==> src/rtl/seg7_display_scheduler_pkg.sv <==
// Shared types and constants for the 4-digit 7-segment display scheduler.
// Digit patterns are gfedcba, active-high; anode bit 3 is the leftmost digit.
package seg7_pkg;

    localparam logic [3:0] AN_DK1    = 4'b1000;
    localparam logic [3:0] AN_DK2    = 4'b0100;
    localparam logic [3:0] AN_DK3    = 4'b0010;
    localparam logic [3:0] AN_DK4    = 4'b0001;
    localparam logic [3:0] AN_OFF    = 4'b0000;
    localparam logic [6:0] SEG_BLANK = 7'b0000000;

    typedef enum logic {
        SPEED = 1'b0,
        KEY   = 1'b1
    } state_e;

    typedef logic [6:0] digit_t;

    // dk1 is the leftmost digit
    typedef struct packed {
        digit_t dk1;
        digit_t dk2;
        digit_t dk3;
        digit_t dk4;
    } frame_t;

    function automatic digit_t frame_digit(frame_t f, logic [1:0] idx);
        case (idx)
            2'd0:    return f.dk1;
            2'd1:    return f.dk2;
            2'd2:    return f.dk3;
            default: return f.dk4;
        endcase
    endfunction

    function automatic logic [3:0] an_for_idx(logic [1:0] idx);
        case (idx)
            2'd0:    return AN_DK1;
            2'd1:    return AN_DK2;
            2'd2:    return AN_DK3;
            default: return AN_DK4;
        endcase
    endfunction

endpackage

==> src/rtl/seg7_display_scheduler_if.sv <==
// Pattern sources in, display pins out. key_valid is a one-cycle strobe with no
// ready: the scheduler accepts every strobe in the cycle it is asserted.
interface seg7_display_scheduler_if;
    import seg7_pkg::*;

    logic       disp_en;
    logic       key_valid;
    logic [6:0] key_dk1;
    logic [6:0] key_dk2;
    logic [6:0] key_dk3;
    logic [6:0] key_dk4;
    logic [6:0] spd_dk1;
    logic [6:0] spd_dk2;
    logic [6:0] spd_dk3;
    logic [6:0] spd_dk4;
    logic [6:0] seg;
    logic [3:0] an;
    logic       src_key;
    state_e     state_dbg;

    modport master (
        output disp_en, key_valid, key_dk1, key_dk2, key_dk3, key_dk4,
        output spd_dk1, spd_dk2, spd_dk3, spd_dk4,
        input  seg, an, src_key, state_dbg
    );

    modport slave (
        input  disp_en, key_valid, key_dk1, key_dk2, key_dk3, key_dk4,
        input  spd_dk1, spd_dk2, spd_dk3, spd_dk4,
        output seg, an, src_key, state_dbg
    );

endinterface

==> src/rtl/seg7_scan_mux.sv <==
// Resettable digit scan: picks the current digit of the selected frame and
// registers seg/an together so both pins always change on the same edge.
module seg7_scan_mux
    import seg7_pkg::*;
(
    input  logic       clk,
    input  logic       rst,
    input  logic       disp_en,
    input  logic       sel_key,
    input  frame_t     key_frame,
    input  frame_t     spd_frame,
    output logic [6:0] seg,
    output logic [3:0] an
);

    logic [1:0] idx_q, idx_d;
    logic [6:0] seg_q, seg_d;
    logic [3:0] an_q, an_d;
    frame_t     frame_sel;

    always_ff @(posedge clk) begin
        if (rst) begin
            idx_q <= 2'd0;
            seg_q <= SEG_BLANK;
            an_q  <= AN_OFF;
        end else begin
            idx_q <= idx_d;
            seg_q <= seg_d;
            an_q  <= an_d;
        end
    end

    // The scan keeps running while blanked so the phase survives a disable.
    always_comb begin
        idx_d     = idx_q + 2'd1;
        frame_sel = sel_key ? key_frame : spd_frame;
        seg_d     = SEG_BLANK;
        an_d      = AN_OFF;
        if (disp_en) begin
            seg_d = frame_digit(frame_sel, idx_q);
            an_d  = an_for_idx(idx_q);
        end
    end

    assign seg = seg_q;
    assign an  = an_q;

endmodule

==> src/rtl/seg7_display_scheduler.sv <==
// Chooses between the latched key message and the live speed frame, holding a
// key message for HOLD_MS display-clock cycles after its last strobe.
module seg7_display_scheduler
    import seg7_pkg::*;
#(
    parameter int unsigned HOLD_MS = 2000
) (
    input  logic                      clk_1khz,
    input  logic                      rst,
    seg7_display_scheduler_if.slave   bus
);

    localparam logic [15:0] HOLD_LOAD = 16'(HOLD_MS - 1);

    state_e      state_q, state_d;
    logic [15:0] cnt_q, cnt_d;
    frame_t      key_q, key_d;
    logic        src_key_q, src_key_d;
    logic        sel_key;
    frame_t      spd_frame;

    assign spd_frame = '{dk1: bus.spd_dk1, dk2: bus.spd_dk2,
                         dk3: bus.spd_dk3, dk4: bus.spd_dk4};

    always_ff @(posedge clk_1khz) begin
        if (rst) begin
            state_q   <= SPEED;
            cnt_q     <= 16'd0;
            key_q     <= '0;
            src_key_q <= 1'b0;
        end else begin
            state_q   <= state_d;
            cnt_q     <= cnt_d;
            key_q     <= key_d;
            src_key_q <= src_key_d;
        end
    end

    // A strobe always wins, including on the cycle the hold would expire.
    always_comb begin
        state_d = state_q;
        cnt_d   = cnt_q;
        key_d   = key_q;
        if (bus.key_valid) begin
            state_d = KEY;
            cnt_d   = HOLD_LOAD;
            key_d   = '{dk1: bus.key_dk1, dk2: bus.key_dk2,
                        dk3: bus.key_dk3, dk4: bus.key_dk4};
        end else if (state_q == KEY) begin
            if (cnt_q != 16'd0) begin
                cnt_d = cnt_q - 16'd1;
            end else begin
                state_d = SPEED;
            end
        end
    end

    // src_key is registered alongside seg/an so it lines up with the first digit.
    always_comb begin
        sel_key   = (state_q == KEY);
        src_key_d = sel_key;
    end

    seg7_scan_mux u_scan (
        .clk       (clk_1khz),
        .rst       (rst),
        .disp_en   (bus.disp_en),
        .sel_key   (sel_key),
        .key_frame (key_q),
        .spd_frame (spd_frame),
        .seg       (bus.seg),
        .an        (bus.an)
    );

    assign bus.src_key   = src_key_q;
    assign bus.state_dbg = state_q;

endmodule

==> src/flat_wrapper.sv <==
// flat-port wrapper written by rule: the top's interface ports become plain ports
module seg7_display_scheduler_flat import seg7_pkg::*;
#(
    parameter int unsigned HOLD_MS = 2000
)
  (clk_1khz, rst, bus_disp_en, bus_key_valid, bus_key_dk1, bus_key_dk2, bus_key_dk3, bus_key_dk4, bus_spd_dk1, bus_spd_dk2, bus_spd_dk3, bus_spd_dk4, bus_seg, bus_an, bus_src_key, bus_state_dbg);
  seg7_display_scheduler_if bus_i ();
  input  logic clk_1khz;
  input  logic rst;
  input wire logic [$bits(bus_i.disp_en)-1:0] bus_disp_en;
  input wire logic [$bits(bus_i.key_valid)-1:0] bus_key_valid;
  input wire logic [$bits(bus_i.key_dk1)-1:0] bus_key_dk1;
  input wire logic [$bits(bus_i.key_dk2)-1:0] bus_key_dk2;
  input wire logic [$bits(bus_i.key_dk3)-1:0] bus_key_dk3;
  input wire logic [$bits(bus_i.key_dk4)-1:0] bus_key_dk4;
  input wire logic [$bits(bus_i.spd_dk1)-1:0] bus_spd_dk1;
  input wire logic [$bits(bus_i.spd_dk2)-1:0] bus_spd_dk2;
  input wire logic [$bits(bus_i.spd_dk3)-1:0] bus_spd_dk3;
  input wire logic [$bits(bus_i.spd_dk4)-1:0] bus_spd_dk4;
  output wire logic [$bits(bus_i.seg)-1:0] bus_seg;
  output wire logic [$bits(bus_i.an)-1:0] bus_an;
  output wire logic [$bits(bus_i.src_key)-1:0] bus_src_key;
  output wire logic [$bits(bus_i.state_dbg)-1:0] bus_state_dbg;
  assign bus_i.disp_en = bus_disp_en;
  assign bus_i.key_valid = bus_key_valid;
  assign bus_i.key_dk1 = bus_key_dk1;
  assign bus_i.key_dk2 = bus_key_dk2;
  assign bus_i.key_dk3 = bus_key_dk3;
  assign bus_i.key_dk4 = bus_key_dk4;
  assign bus_i.spd_dk1 = bus_spd_dk1;
  assign bus_i.spd_dk2 = bus_spd_dk2;
  assign bus_i.spd_dk3 = bus_spd_dk3;
  assign bus_i.spd_dk4 = bus_spd_dk4;
  assign bus_seg = bus_i.seg;
  assign bus_an = bus_i.an;
  assign bus_src_key = bus_i.src_key;
  assign bus_state_dbg = bus_i.state_dbg;
  seg7_display_scheduler #(.HOLD_MS(HOLD_MS)) u_core (.clk_1khz(clk_1khz), .rst(rst), .bus(bus_i));
endmodule
==> config.mk <==
export PLATFORM = sky130hd
export DESIGN_NAME = seg7_display_scheduler_flat
export DESIGN_NICKNAME = d
export VERILOG_FILES = /design/src/rtl/seg7_display_scheduler_pkg.sv /design/src/rtl/seg7_display_scheduler_if.sv /design/src/rtl/seg7_scan_mux.sv /design/src/rtl/seg7_display_scheduler.sv /design/src/flat_wrapper.sv
export SDC_FILE = /design/constraint.sdc
export NUM_CORES = 1
export LEC_CHECK = 0
export ABC_CLOCK_PERIOD_IN_PS = 3400
export CAP_MARGIN = 20
export CORE_ASPECT_RATIO = 1.4
export CORE_UTILIZATION = 40
export DETAILED_ROUTE_END_ITERATION = 12
export GPL_ROUTABILITY_DRIVEN = 0
export GPL_TIMING_DRIVEN = 0
export MAX_ROUTING_LAYER = met4
export PLACE_DENSITY = 0.74
export SETUP_SLACK_MARGIN = 0.5
export SLEW_MARGIN = 20
export SYNTH_ARGS = -nofsm -noshare
export SYNTH_HDL_FRONTEND = slang
export SYNTH_HIERARCHICAL = 1
export SYNTH_SLANG_ARGS = --single-unit
==> constraint.sdc <==
create_clock -name clk_1khz -period 3.4 [get_ports clk_1khz]
set_input_delay 0.51 -clock clk_1khz [delete_from_list [all_inputs] [get_ports clk_1khz]]
set_output_delay 0.51 -clock clk_1khz [all_outputs]
set_load 0.01 [all_outputs]
Word level (Yosys, flattened, before mapping). Index checks and enable logic that the tools add are counted. Widths: inputs -> output; s select.

Register bits: 59. Bits of input ports: 60. Output and inout bits: 13. Logic and storage cells: 33.

Add/sub/neg operators: 2. Eq/ne operators: 2. Muxes and demuxes: 9. Bitwise gates (word level): 1. Reduce and logical (&&, ||, !) cells: 8.

Operators with widths (number): $mux 11 (3); $mux 28 (1); $pmux 7 s3 (1); $reduce_bool 16->1 (1); $sub 16x1->16 const B (1); $pmux 4 s3 (1); $reduce_and 2->1 (2); $reduce_bool 2->1 (2); $reduce_or 2->1 (2); $mux 1 (3); $add 2x1->2 const B (1); $eq 2x1->1 const B (1); $eq 2x2->1 const B (1); $logic_not 2->1 (1); $not 1->1 (1).

Depth between registers and ports, before layout. Gate-level depths: netlist of the first run.

Depth after elaboration: 4. Mapped depth: 7. Gate-level depth less buffers: 6.

By module. Netlist of the first run, hierarchy kept.

Modules (own cells, without submodules): seg7_display_scheduler (times used 1, cells each 208, area each 1960.6 µm², sequential area each 920.9 µm²); seg7_scan_mux (times used 1, cells each 93, area each 842.1 µm², sequential area each 260.2 µm²).

Worst setup path after synthesis of the first run. Ideal clock, no wire load.

Kind: register to register. Start point: register u_core.cnt_q[0]. End point: register u_core.cnt_q[11]. Library setup time: 70 ps. Data arrival time: 1662 ps. Required time: 3330 ps. Setup slack: 1668 ps. Cell stages (with the launch flop): 8. Path buffers: 1. Path through: dfxtp_1 -> inv_1 -> ha_1 -> nor3b_1 -> and4_2 -> clkbuf_2 -> or3_1 -> a21oi_1.

Cells in the longest elaborated chain, start to end: 2.

RTL lines: start, declared (RTL line seg7_display_scheduler.sv:16) `logic [15:0] cnt_q, cnt_d;`; start signal, assigned (RTL line seg7_display_scheduler.sv:33) `cnt_q <= cnt_d;`; parallel branches: the longest is 2 deep, another holds $sub 16x1->16.

Parallel ways; which one is timed is not known. A chain may end at the register's enable or synchronous reset.

Final worst setup path of the first run.
Start point: register u_core.cnt_q[0]. End point: register u_core.cnt_q[9].

Cells in the longest elaborated chain, start to end: 4.

RTL lines: $sub 16x1->16 (RTL line seg7_display_scheduler.sv:51) `cnt_d = cnt_q - 16'd1;`; $mux 11 (RTL line seg7_display_scheduler.sv:50) `if (cnt_q != 16'd0) begin`; $mux 11 (RTL line seg7_display_scheduler.sv:49) `end else if (state_q == KEY) begin`; $mux 11 (RTL line seg7_display_scheduler.sv:44) `if (bus.key_valid) begin`.

Several ways; a longest one is shown, not always the timed one. The select of a mux whose other input is x is not followed.

==> flow_metrics.py, run 1 <==
metrics = {
    "run_status": {
        "status": "finished, final reports clean",
    },
    "placed_design": {
        "dp_cells": 464,
        "place_hpwl_mm": 5.346,
        "place_area_um2": 3628,
        "port_buffers": 71,
    },
    "clocking": {
        "cts_root_buf": "clkbuf_8",
        "ctsHoldBuffers": 0,
        "cts-htree-levels": 3,
        "postCtsSetupRepairBufs": 0,
        "numCtsBuffers": 9,
        "insertion_delay_ps": 330,
        "cts_sinks": 59,
        "clk_pin_slew_ps": 70,
        "ctsResizeCount": 0,
        "cts_tree": "built",
        "clk_path_buf_depth": 2,
    },
    "grt": {
        "grt_pass1_wl_mm": 11.65,
        "antenna_found_initial": 0,
        "grt_max_degree": 11,
        "grt-ovfl-total": 0,
        "groute.usage.overall": 0.2160,
        "grt_pass1_vias": 2529,
    },
    "setup_path": {
        "arrival_ps": 2160,
        "cp_max_fo": 7,
        "endpoint_kind": "flop",
        "cpPeakStageDelay_ps": 390,
        "path_class": "flop to flop",
        "regToRegSetupSlack_ps": 1430,
        "reg2reg_depth": 6,
        "start_kind": "flop",
        "slowest_stage": "o32ai_1",
        "cp.required_ps": 3590,
        "reg2reg_from": "u_core/cnt_q[0]$_SDFFE_PP0P_",
        "rr_endpoint": "u_core/cnt_q[9]$_SDFFE_PP0P_",
        "crit_chain": "inv_1 > ha_1 > nor3b_1 > nand4_1 > o32ai_1 > a2111oi_0",
    },
    "synth": {
        "synth_cells": 301,
        "ys_seq_elements": 59,
        "synth-main-ff-cell": "dfxtp_1",
        "syn_area_um2": 2803,
        "syn_avg_cell_area_um2": 9.311,
        "synth-async-reset-ratio": 0,
        "synth_edf_count": 0,
        "ys_seq_area_frac": 0.4214,
        "synth.area.top_cells": "dfxtp_1, mux2i_1, nor2_1, a22oi_1, ha_1",
        "synth_nets": 369,
        "yosysWarnings": 6,
        "yosysUniqueCellTypes": 45,
        "synth_top_area_frac": 0.4214,
        "synth_largest_area_cell": "dfxtp_1",
    },
    "route": {
        "vias": 2573,
        "wl_mm": 7.224,
        "first_iter_violations": 186,
        "ant_nets": 0,
        "wl_per_cell_um": 15.08,
        "dr.pass1.iters": 5,
        "drc": 0,
        "via_per_inst": 5.372,
    },
    "sta": {
        "setup_tns_ps": 0,
        "rsz0062_at_grt": "false",
        "slew_headroom": 0.6207,
        "min_period_ps": 1970,
        "maxSlewViolCount": 0,
        "hold_viol": 0,
        "timing.fmax_ghz": 0.5077,
        "finClkSkew_ps": 7.526,
        "worst_pin_slew_ps": 569.0,
        "min_period_over_period": 0.5793,
        "setup_viol": 0,
    },
    "floorplan": {
        "die_area_um2": 7350,
        "row_count": 35,
        "die_h_um": 101.0,
        "ios": 73,
        "fp.dieW_um": 72.75,
        "coreArea_um2": 6656,
        "start_util": 0.4211,
    },
    "cells_and_area": {
        "antenna_cells": 0,
        "finalNonFillerCells": 479,
        "mostFrequentLayoutCell": "clkdlybuf4s50_1",
        "postLayoutCoreUtil": 0.5692,
        "final_cell_mix": "clkdlybuf4s50_1, dfxtp_1, mux2i_1, nor2_1, nand2_1",
        "drive_above_1_share": 0.08527,
        "multi_input_area_um2": 1490,
        "fillCellCount": 613,
        "finalNetCount": 451,
        "finalInstanceArea_um2": 3789,
        "seq_area_um2": 1181,
        "syn2layout_area_growth_pct": 35.18,
    },
    "power": {
        "powerDensity_nw_per_um2": 427.1,
        "power_frac_comb": 0.195,
        "pwr-share-seq": 0.473,
        "swShare": 0.2717,
        "p_clk_frac": 0.332,
        "p_total_w": 0.001618,
        "p_int_w": 0.001178,
        "peakVddDrop_v": 0.0002333,
        "leakagePower_nw": 1.504,
        "switchingPower_w": 0.0004396,
    },
    "min_path": {
        "holdPathStages": 1,
        "hp-start": "u_core/u_scan/idx_q[0]$_SDFF_PP0_",
        "hold_class": "flop to flop",
        "min_to": "u_core/u_scan/idx_q[0]$_SDFF_PP0_",
    },
    "flow_run": {
        "maxCapViolations": 0,
    },
}
## logic make-up (layout without fill, tap and decap cells)
family                   after synthesis  count (layout)  share of synthesized area
AND/OR/NAND/NOR                      127             127                     0.2500
flip-flops                            59              59                     0.4214
AO/OA/AOI/OAI                         47              47                     0.1174
multiplexers                          36              36                     0.1286
buffers and inverters                 24             110                    0.04687
adder cells (fa/ha/maj)                8               8                    0.03572
## synth_stat cells (2+ instances only)
master	n
o32ai_1	2
ha_1	8
a21oi_1	8
nor4_1	3
and2_1	4
nand2_1	23
buf_6	4
o21ai_0	5
dfxtp_1	59
nor4_4	2
buf_2	5
nor2b_1	2
a2111oi_0	3
nor3_1	9
or3_1	7
o211ai_1	3
and3_1	8
nand4_1	4
a31oi_1	3
mux2i_1	36
clkbuf_1	6
nand3_1	11
nor2_1	36
inv_1	6
nor4b_1	2
a32oi_1	7
a22oi_1	14
or4_1	4
## worst max-delay path, delay by kind of cell (launching register included)
kind / cells / cell delay [ps]
AOI/OAI and AO/OA: 2 / 500
adders and majority gates: 1 / 260
buffers and inverters: 1 / 90
DFF: 1 / 360
and+or+nand+nor: 2 / 620
## state kept, by name, summed over array words and instances (netlist names)
register and flops:
u_core/bus.src_key 1, u_core/u_scan/an 4, u_core/cnt_q 16, u_core/key_q 28, u_core/u_scan/idx_q 2, u_core/u_scan/seg 7, u_core/bus.state_dbg 1
## layout make-up
cell class	count	share of cell area
repair buffers	71	0.1876
plain buffers	18	0.02873
well taps	92	0.03038
inverters	6	0.005945
multi-input cells	218	0.3933
clock inverters	3	0.003963
clock buffers	12	0.03831
flip-flops and latches	59	0.3118
## layer usage
metal / share of wire / track usage / vias up
met5: 0 / - / -
met2: 0.52 / 0.3738 / 89
li1: - / - / 1263
met1: 0.40 / 0.2349 / 1205
met4: 0.029 / 0.1161 / 0
met3: 0.047 / 0.03200 / 16
## metrics by stage
| step | hold WS, ps | worst slack [ps] |
|---|---|---|
| floorplan | 447.9 | 1668 |
| global placement | 463.7 | 1182 |
| detailed placement | 480.6 | 1170 |
| CTS | 495.7 | 1446 |
| global route | 530.6 | 1201 |
| finish | 495.8 | 1430 |
## worst max-delay path by stage
stage / slack (ps) / end / start
finish: 1430 / u_core/cnt_q[9]$_SDFFE_PP0P_ / u_core/cnt_q[0]$_SDFFE_PP0P_
floorplan: 1670 / u_core/cnt_q[11]$_SDFFE_PP0P_ / u_core/cnt_q[0]$_SDFFE_PP0P_
global route: 1200 / u_core/cnt_q[1]$_SDFFE_PP0P_ / u_core/cnt_q[0]$_SDFFE_PP0P_
CTS: 1450 / u_core/cnt_q[9]$_SDFFE_PP0P_ / u_core/cnt_q[0]$_SDFFE_PP0P_
detailed placement: 1170 / u_core/key_q[18]$_SDFFE_PP0P_ / rst
global placement: 1180 / u_core/key_q[15]$_SDFFE_PP0P_ / rst
## power groups by stage
stage	clock, W	combinational [W]	sequential, W
detailed placement	0	0.000312	0.000780
floorplan	0	0.000177	0.000778
finish	0.000537	0.000315	0.000766
global placement	0	0.000308	0.000779
global route	0.000579	0.000345	0.000771
CTS	0.000544	0.000315	0.000766
Power figures use the tool's default switching activity.
==> run 2: changes to the inputs <==
--- a/config.mk
+++ b/config.mk
@@ -5,7 +5,7 @@
 export SDC_FILE = /design/constraint.sdc
 export NUM_CORES = 1
 export LEC_CHECK = 0
-export ABC_CLOCK_PERIOD_IN_PS = 3400
+export ABC_CLOCK_PERIOD_IN_PS = 1680
 export CAP_MARGIN = 20
 export CORE_ASPECT_RATIO = 1.4
 export CORE_UTILIZATION = 40
@@ -13,7 +13,7 @@
 export GPL_ROUTABILITY_DRIVEN = 0
 export GPL_TIMING_DRIVEN = 0
 export MAX_ROUTING_LAYER = met4
-export PLACE_DENSITY = 0.74
+export PLACE_DENSITY = 0.76
 export SETUP_SLACK_MARGIN = 0.5
 export SLEW_MARGIN = 20
 export SYNTH_ARGS = -nofsm -noshare
==> constraint.sdc (replaced) <==
create_clock -name clk_1khz -period 1.68 [get_ports clk_1khz]
set_input_delay 0.252 -clock clk_1khz [delete_from_list [all_inputs] [get_ports clk_1khz]]
set_output_delay 0.252 -clock clk_1khz [all_outputs]
set_load 0.01 [all_outputs]
==> flow_metrics.py, run 2 (synthesis results as in run 1) <==
metrics = {
    "setup_path": {
        "path_class": "flop to flop",
        "path_buf_inv": 2,
        "start_kind": "flop",
        "cp_max_fo": 5,
        "critical-path-top-delay-family": "simple AND/OR/NAND/NOR gates",
        "slowest_stage": "dfxtp_4",
        "crit_chain": "nor4_4 > buf_4 > nand4_2 > buf_6 > or3_1 > a31oi_1",
        "endpoint_kind": "flop",
        "arrival_ps": 1930,
        "cp.required_ps": 1940,
        "cpPeakStageDelay_ps": 370,
    },
    "grt": {
        "antenna_found_initial": 0,
        "grt_max_degree": 11,
        "grt-ovfl-total": 0,
        "grt_pass1_vias": 3041,
        "groute.usage.overall": 0.2614,
        "grt_pass1_wl_mm": 14.19,
    },
    "sta": {
        "maxSlewViolCount": 0,
        "finClkSkew_ps": 11.10,
        "worst_pin_slew_ps": 537.6,
        "setup_viol": 0,
        "min_period_ps": 1674,
        "whs_ps": 399.8,
        "layout_setup_ws_ps": 5.627,
        "min_period_over_period": 0.9967,
        "slew_headroom": 0.6416,
        "rsz0062_at_grt": "true",
        "setup_tns_ps": 0,
        "hold_viol": 0,
        "timing.fmax_ghz": 0.5972,
    },
    "power": {
        "powerDensity_nw_per_um2": 827.2,
        "peakVddDrop_v": 0.0005954,
        "swShare": 0.2782,
        "pwr-share-seq": 0.404,
        "p_clk_frac": 0.343,
        "power_frac_comb": 0.253,
        "leakagePower_nw": 1.855,
        "p_int_w": 0.002782,
        "switchingPower_w": 0.001072,
    },
    "floorplan": {
        "start_util": 0.4211,
        "ios": 73,
        "fp.dieW_um": 72.75,
        "row_count": 35,
        "coreArea_um2": 6656,
        "die_h_um": 101.0,
        "die_area_um2": 7350,
    },
    "clocking": {
        "clk_path_buf_depth": 2,
        "cts_sinks": 59,
        "ctsHoldBuffers": 0,
        "cts_tree": "built",
        "insertion_delay_ps": 330,
        "numCtsBuffers": 9,
        "cts-htree-levels": 3,
        "clk_pin_slew_ps": 70,
        "cts_root_buf": "clkbuf_8",
    },
    "cells_and_area": {
        "syn2layout_area_growth_pct": 66.25,
        "mostFrequentLayoutCell": "clkdlybuf4s50_1",
        "drive_above_1_share": 0.3396,
        "fillCellCount": 499,
        "finalInstanceArea_um2": 4659,
        "antenna_cells": 0,
        "final_cell_mix": "clkdlybuf4s50_1, dfxtp_1, mux2i_1, nor2_1, buf_4",
        "largest_reg_flops": 28,
        "finalNetCount": 491,
        "regMostFlops": "u_core/key_q",
    },
    "placed_design": {
        "port_buffers": 71,
        "place_area_um2": 3819,
        "place_hpwl_mm": 5.675,
        "place_ws_ps": -327.9,
    },
    "min_path": {
        "hold_class": "input port to flop",
    },
    "flow_run": {
        "maxCapViolations": 0,
    },
    "route": {
        "first_iter_violations": 153,
        "ant_nets": 0,
        "wl_mm": 9.090,
        "dr.pass1.iters": 4,
        "vias": 2853,
        "via_per_inst": 5.497,
        "wl_per_cell_um": 17.51,
        "drc": 0,
    },
    "run_status": {
        "status": "finished, final reports clean",
    },
}
[run 2: worst paths after layout]
kind | start | slack, ps | cells after the start | endpoint
max | u_core/cnt_q[9]$_SDFFE_PP0P_ | 6 | 6 | u_core/cnt_q[10]$_SDFFE_PP0P_
min | bus_key_valid | 400 | 3 | u_core/cnt_q[7]$_SDFFE_PP0P_
max reg2reg | u_core/cnt_q[9]$_SDFFE_PP0P_ | 6 | 6 | u_core/cnt_q[10]$_SDFFE_PP0P_
min reg2reg | u_core/key_q[3]$_SDFFE_PP0P_ | 510 | 2 | u_core/key_q[3]$_SDFFE_PP0P_
[run 2: power groups by stage]
stage	clock (W)	sequential [W]	combinational (W)
6_report	0.00132	0.00156	0.000975
5_1_grt	0.00141	0.00156	0.00103
4_1_cts	0.00134	0.00156	0.000860
3_5_place_dp	0	0.00159	0.000692
3_3_place_gp	0	0.00159	0.000680
2_1_floorplan	0	0.00159	0.000407
[run 2: worst register-to-register path, stage by stage (launching register included)]
cell,delay [ps]
dfxtp_4,370
nor4_4,340
buf_4,170
nand4_2,90
buf_6,160
or3_1,310
a31oi_1,170
[run 2: per-layer routing]
metal  vias to the layer above  share of wire  track usage
li1                       1347              -            -
met1                      1388           0.38       0.2659
met2                        93           0.54       0.4745
met3                        25          0.042      0.05600
met4                         0          0.030       0.1131
met5                         -              0            -
[run 2: per-stage QoR]
| step | total power (W) | instances | utilization |
|---|---|---|---|
| 4_1_cts | 0.003757 | 508 | 0.6643 |
| 6_report | 0.003854 | 519 | 0.7000 |
| 3_3_place_gp | 0.002270 | 464 | 0.5737 |
| 2_1_floorplan | 0.001994 | 301 | - |
| 3_5_place_dp | 0.002286 | 464 | 0.5737 |
| 5_1_grt | 0.004007 | 519 | 0.7000 |
[run 2: area by class of cell]
| class | count | area, um2 | area share |
|---|---|---|---|
| Inverter | 6 | 32.53 | 0.006982 |
| Tap cell | 92 | 115.1 | 0.02470 |
| Clock buffer | 11 | 151.4 | 0.03249 |
| Buffer | 18 | 160.2 | 0.03437 |
| Timing Repair Buffer | 111 | 1086 | 0.2331 |
| Sequential cell | 59 | 1217 | 0.2613 |
| Multi-Input combinational cell | 218 | 1848 | 0.3966 |
| Clock inverter | 4 | 48.80 | 0.01047 |
[run 2: repair_timing]
item                                    CTS  global route
pin swaps                                25            21
buffers inserted                         25            11
cloned                                    4             0
endpoints found under the setup margin   70            33
gates resized for setup                  56            47
==> run 3: changes to the inputs <==
--- a/config.mk
+++ b/config.mk
@@ -12,8 +12,9 @@
 export DETAILED_ROUTE_END_ITERATION = 12
 export GPL_ROUTABILITY_DRIVEN = 0
 export GPL_TIMING_DRIVEN = 0
+export HOLD_SLACK_MARGIN = 0.15
 export MAX_ROUTING_LAYER = met4
-export PLACE_DENSITY = 0.76
+export PLACE_DENSITY = 0.69
 export SETUP_SLACK_MARGIN = 0.5
 export SLEW_MARGIN = 20
 export SYNTH_ARGS = -nofsm -noshare
==> flow_metrics.py, run 3 (synthesis results as in run 1) <==
metrics = {
    "route": {
        "vias": 2882,
        "wl_per_cell_um": 17.97,
        "wl_mm": 9.416,
        "dr.pass1.iters": 4,
        "ant_nets": 0,
        "drc": 0,
        "via_per_inst": 5.500,
        "first_iter_violations": 117,
    },
    "cells_and_area": {
        "drive_above_1_share": 0.3796,
        "fillCellCount": 503,
        "syn2layout_area_growth_pct": 70.58,
        "finalInstanceArea_um2": 4781,
        "postLayoutCoreUtil": 0.7182,
        "mostFrequentLayoutCell": "clkdlybuf4s50_1",
        "largest_reg_flops": 28,
        "antenna_cells": 0,
        "final_cell_mix": "clkdlybuf4s50_1, dfxtp_1, mux2i_1, nor2_1, buf_4",
        "regMostFlops": "u_core/key_q",
        "finalNetCount": 495,
    },
    "clocking": {
        "insertion_delay_ps": 340,
        "cts_sinks": 59,
        "numCtsBuffers": 9,
        "cts-htree-levels": 3,
        "ctsHoldBuffers": 0,
        "clk_path_buf_depth": 2,
        "clk_pin_slew_ps": 70,
        "cts_tree": "built",
        "cts_root_buf": "clkbuf_8",
    },
    "setup_path": {
        "critical-path-top-delay-family": "simple AND/OR/NAND/NOR gates",
        "cp.required_ps": 1960,
        "path_buf_inv": 4,
        "cpMostUsedCell": "buf_4",
        "reg2reg_depth": 8,
        "reg2reg_from": "u_core/cnt_q[3]$_SDFFE_PP0P_",
        "crit_chain": "buf_6 > nor4_4 > buf_4 > buf_4 > and4_4 > buf_4 > or4_1 > nand2_1",
        "arrival_ps": 1970,
        "regToRegSetupSlack_ps": -10,
        "start_kind": "flop",
        "rr_endpoint": "u_core/cnt_q[13]$_SDFFE_PP0P_",
        "slowest_stage": "or4_1",
        "path_class": "flop to flop",
        "cp_max_fo": 5,
        "endpoint_kind": "flop",
        "cpPeakStageDelay_ps": 460,
    },
    "sta": {
        "rsz0062_at_grt": "true",
        "maxSlewViolCount": 0,
        "worst_pin_slew_ps": 527.7,
        "setup_viol": 3,
        "hold_viol": 0,
        "min_period_ps": 1690,
        "slew_headroom": 0.6482,
        "layout_setup_ws_ps": -10.11,
        "finClkSkew_ps": 9.434,
        "timing.fmax_ghz": 0.5917,
        "min_period_over_period": 1.006,
        "setup_tns_ps": -15.94,
    },
    "run_status": {
        "violations": "negative setup slack",
        "status": "complete, but fails checks",
    },
    "floorplan": {
        "coreArea_um2": 6656,
        "die_h_um": 101.0,
        "start_util": 0.4211,
        "row_count": 35,
        "fp.dieW_um": 72.75,
        "ios": 73,
        "die_area_um2": 7350,
    },
    "placed_design": {
        "place_ws_ps": -353.5,
        "port_buffers": 71,
        "place_area_um2": 3819,
        "place_hpwl_mm": 5.600,
    },
    "power": {
        "leakagePower_nw": 1.894,
        "powerDensity_nw_per_um2": 833.6,
        "p_total_w": 0.003985,
        "peakVddDrop_v": 0.0006411,
    },
    "grt": {
        "grt-ovfl-total": 0,
        "grt_pass1_vias": 2903,
        "antenna_found_initial": 0,
        "grt_max_degree": 12,
        "grt_pass1_wl_mm": 13.78,
        "groute.usage.overall": 0.2575,
    },
    "min_path": {
        "min_to": "u_core/cnt_q[7]$_SDFFE_PP0P_",
        "hold_class": "input port to flop",
        "hp-start": "bus_key_valid",
        "holdPathStages": 3,
    },
    "flow_run": {
        "maxCapViolations": 0,
    },
}
run 3: changes by cell type in the layout (fill, tap and decap cells not counted), sizes merged:
cell	delta
buf	+6
clkbuf	+2
clkdlybuf4s15	-4
clkinv	+1
run 3: how the worst max path moves through the flow:
| stage | startpoint | end | cells past startpoint |
|---|---|---|---|
| 6_report | u_core/cnt_q[3]$_SDFFE_PP0P_ | u_core/cnt_q[13]$_SDFFE_PP0P_ | 8 |
| 2_1_floorplan | u_core/cnt_q[13]$_SDFFE_PP0P_ | u_core/cnt_q[14]$_SDFFE_PP0P_ | 3 |
| 3_5_place_dp | rst | u_core/key_q[21]$_SDFFE_PP0P_ | 4 |
| 5_1_grt | u_core/cnt_q[2]$_SDFFE_PP0P_ | u_core/cnt_q[10]$_SDFFE_PP0P_ | 6 |
| 3_3_place_gp | rst | u_core/key_q[17]$_SDFFE_PP0P_ | 4 |
| 4_1_cts | u_core/cnt_q[2]$_SDFFE_PP0P_ | u_core/cnt_q[1]$_SDFFE_PP0P_ | 5 |
run 3: per-layer routing:
layer,vias to the layer above,track usage,share of wire
met5,-,-,0
met4,0,0.1071,0.026
met3,25,0.05100,0.045
met2,95,0.4716,0.55
met1,1403,0.2628,0.38
li1,1359,-,-
run 3: through the flow:
step / instances / hold WS (ps)
after floorplan: 301 / 309.1
after global placement: 464 / 472.6
after detailed placement: 464 / 483.1
after CTS: 513 / 318.1
after global routing: 524 / 418.4
final: 524 / 389.2
run 3: repair_timing:
action / 4_1_cts / 5_1_grt
gates resized for setup: 78 / 54
pin swaps: 32 / 17
gates cloned: 2 / 0
buffers inserted: 31 / 11
endpoints found under the setup margin: 70 / 38
hold endpoints to repair: 0 / 0
run 3: worst reg2reg max path: cells and delay by family, from the launching register on:
kind | cells | cell delay [ps]
flops | 1 | 330
simple gates | 4 | 760
buf+inv | 4 | 550
run 3: final cells by class:
class | count | area (um2) | area share
multi-input combinational | 218 | 1919 | 0.4015
sequential | 59 | 1226 | 0.2565
timing repair buffer | 115 | 1094 | 0.2287
buffer | 18 | 173.9 | 0.03638
clock buffer | 11 | 162.7 | 0.03402
tap | 92 | 115.1 | 0.02408
clock inverter | 5 | 57.56 | 0.01204
inverter | 6 | 32.53 | 0.006804
run 3: where the power goes:
part	internal, W	switching, W
registers	0.00148	0.0000780
logic	0.000554	0.000447
clock network	0.000816	0.000609
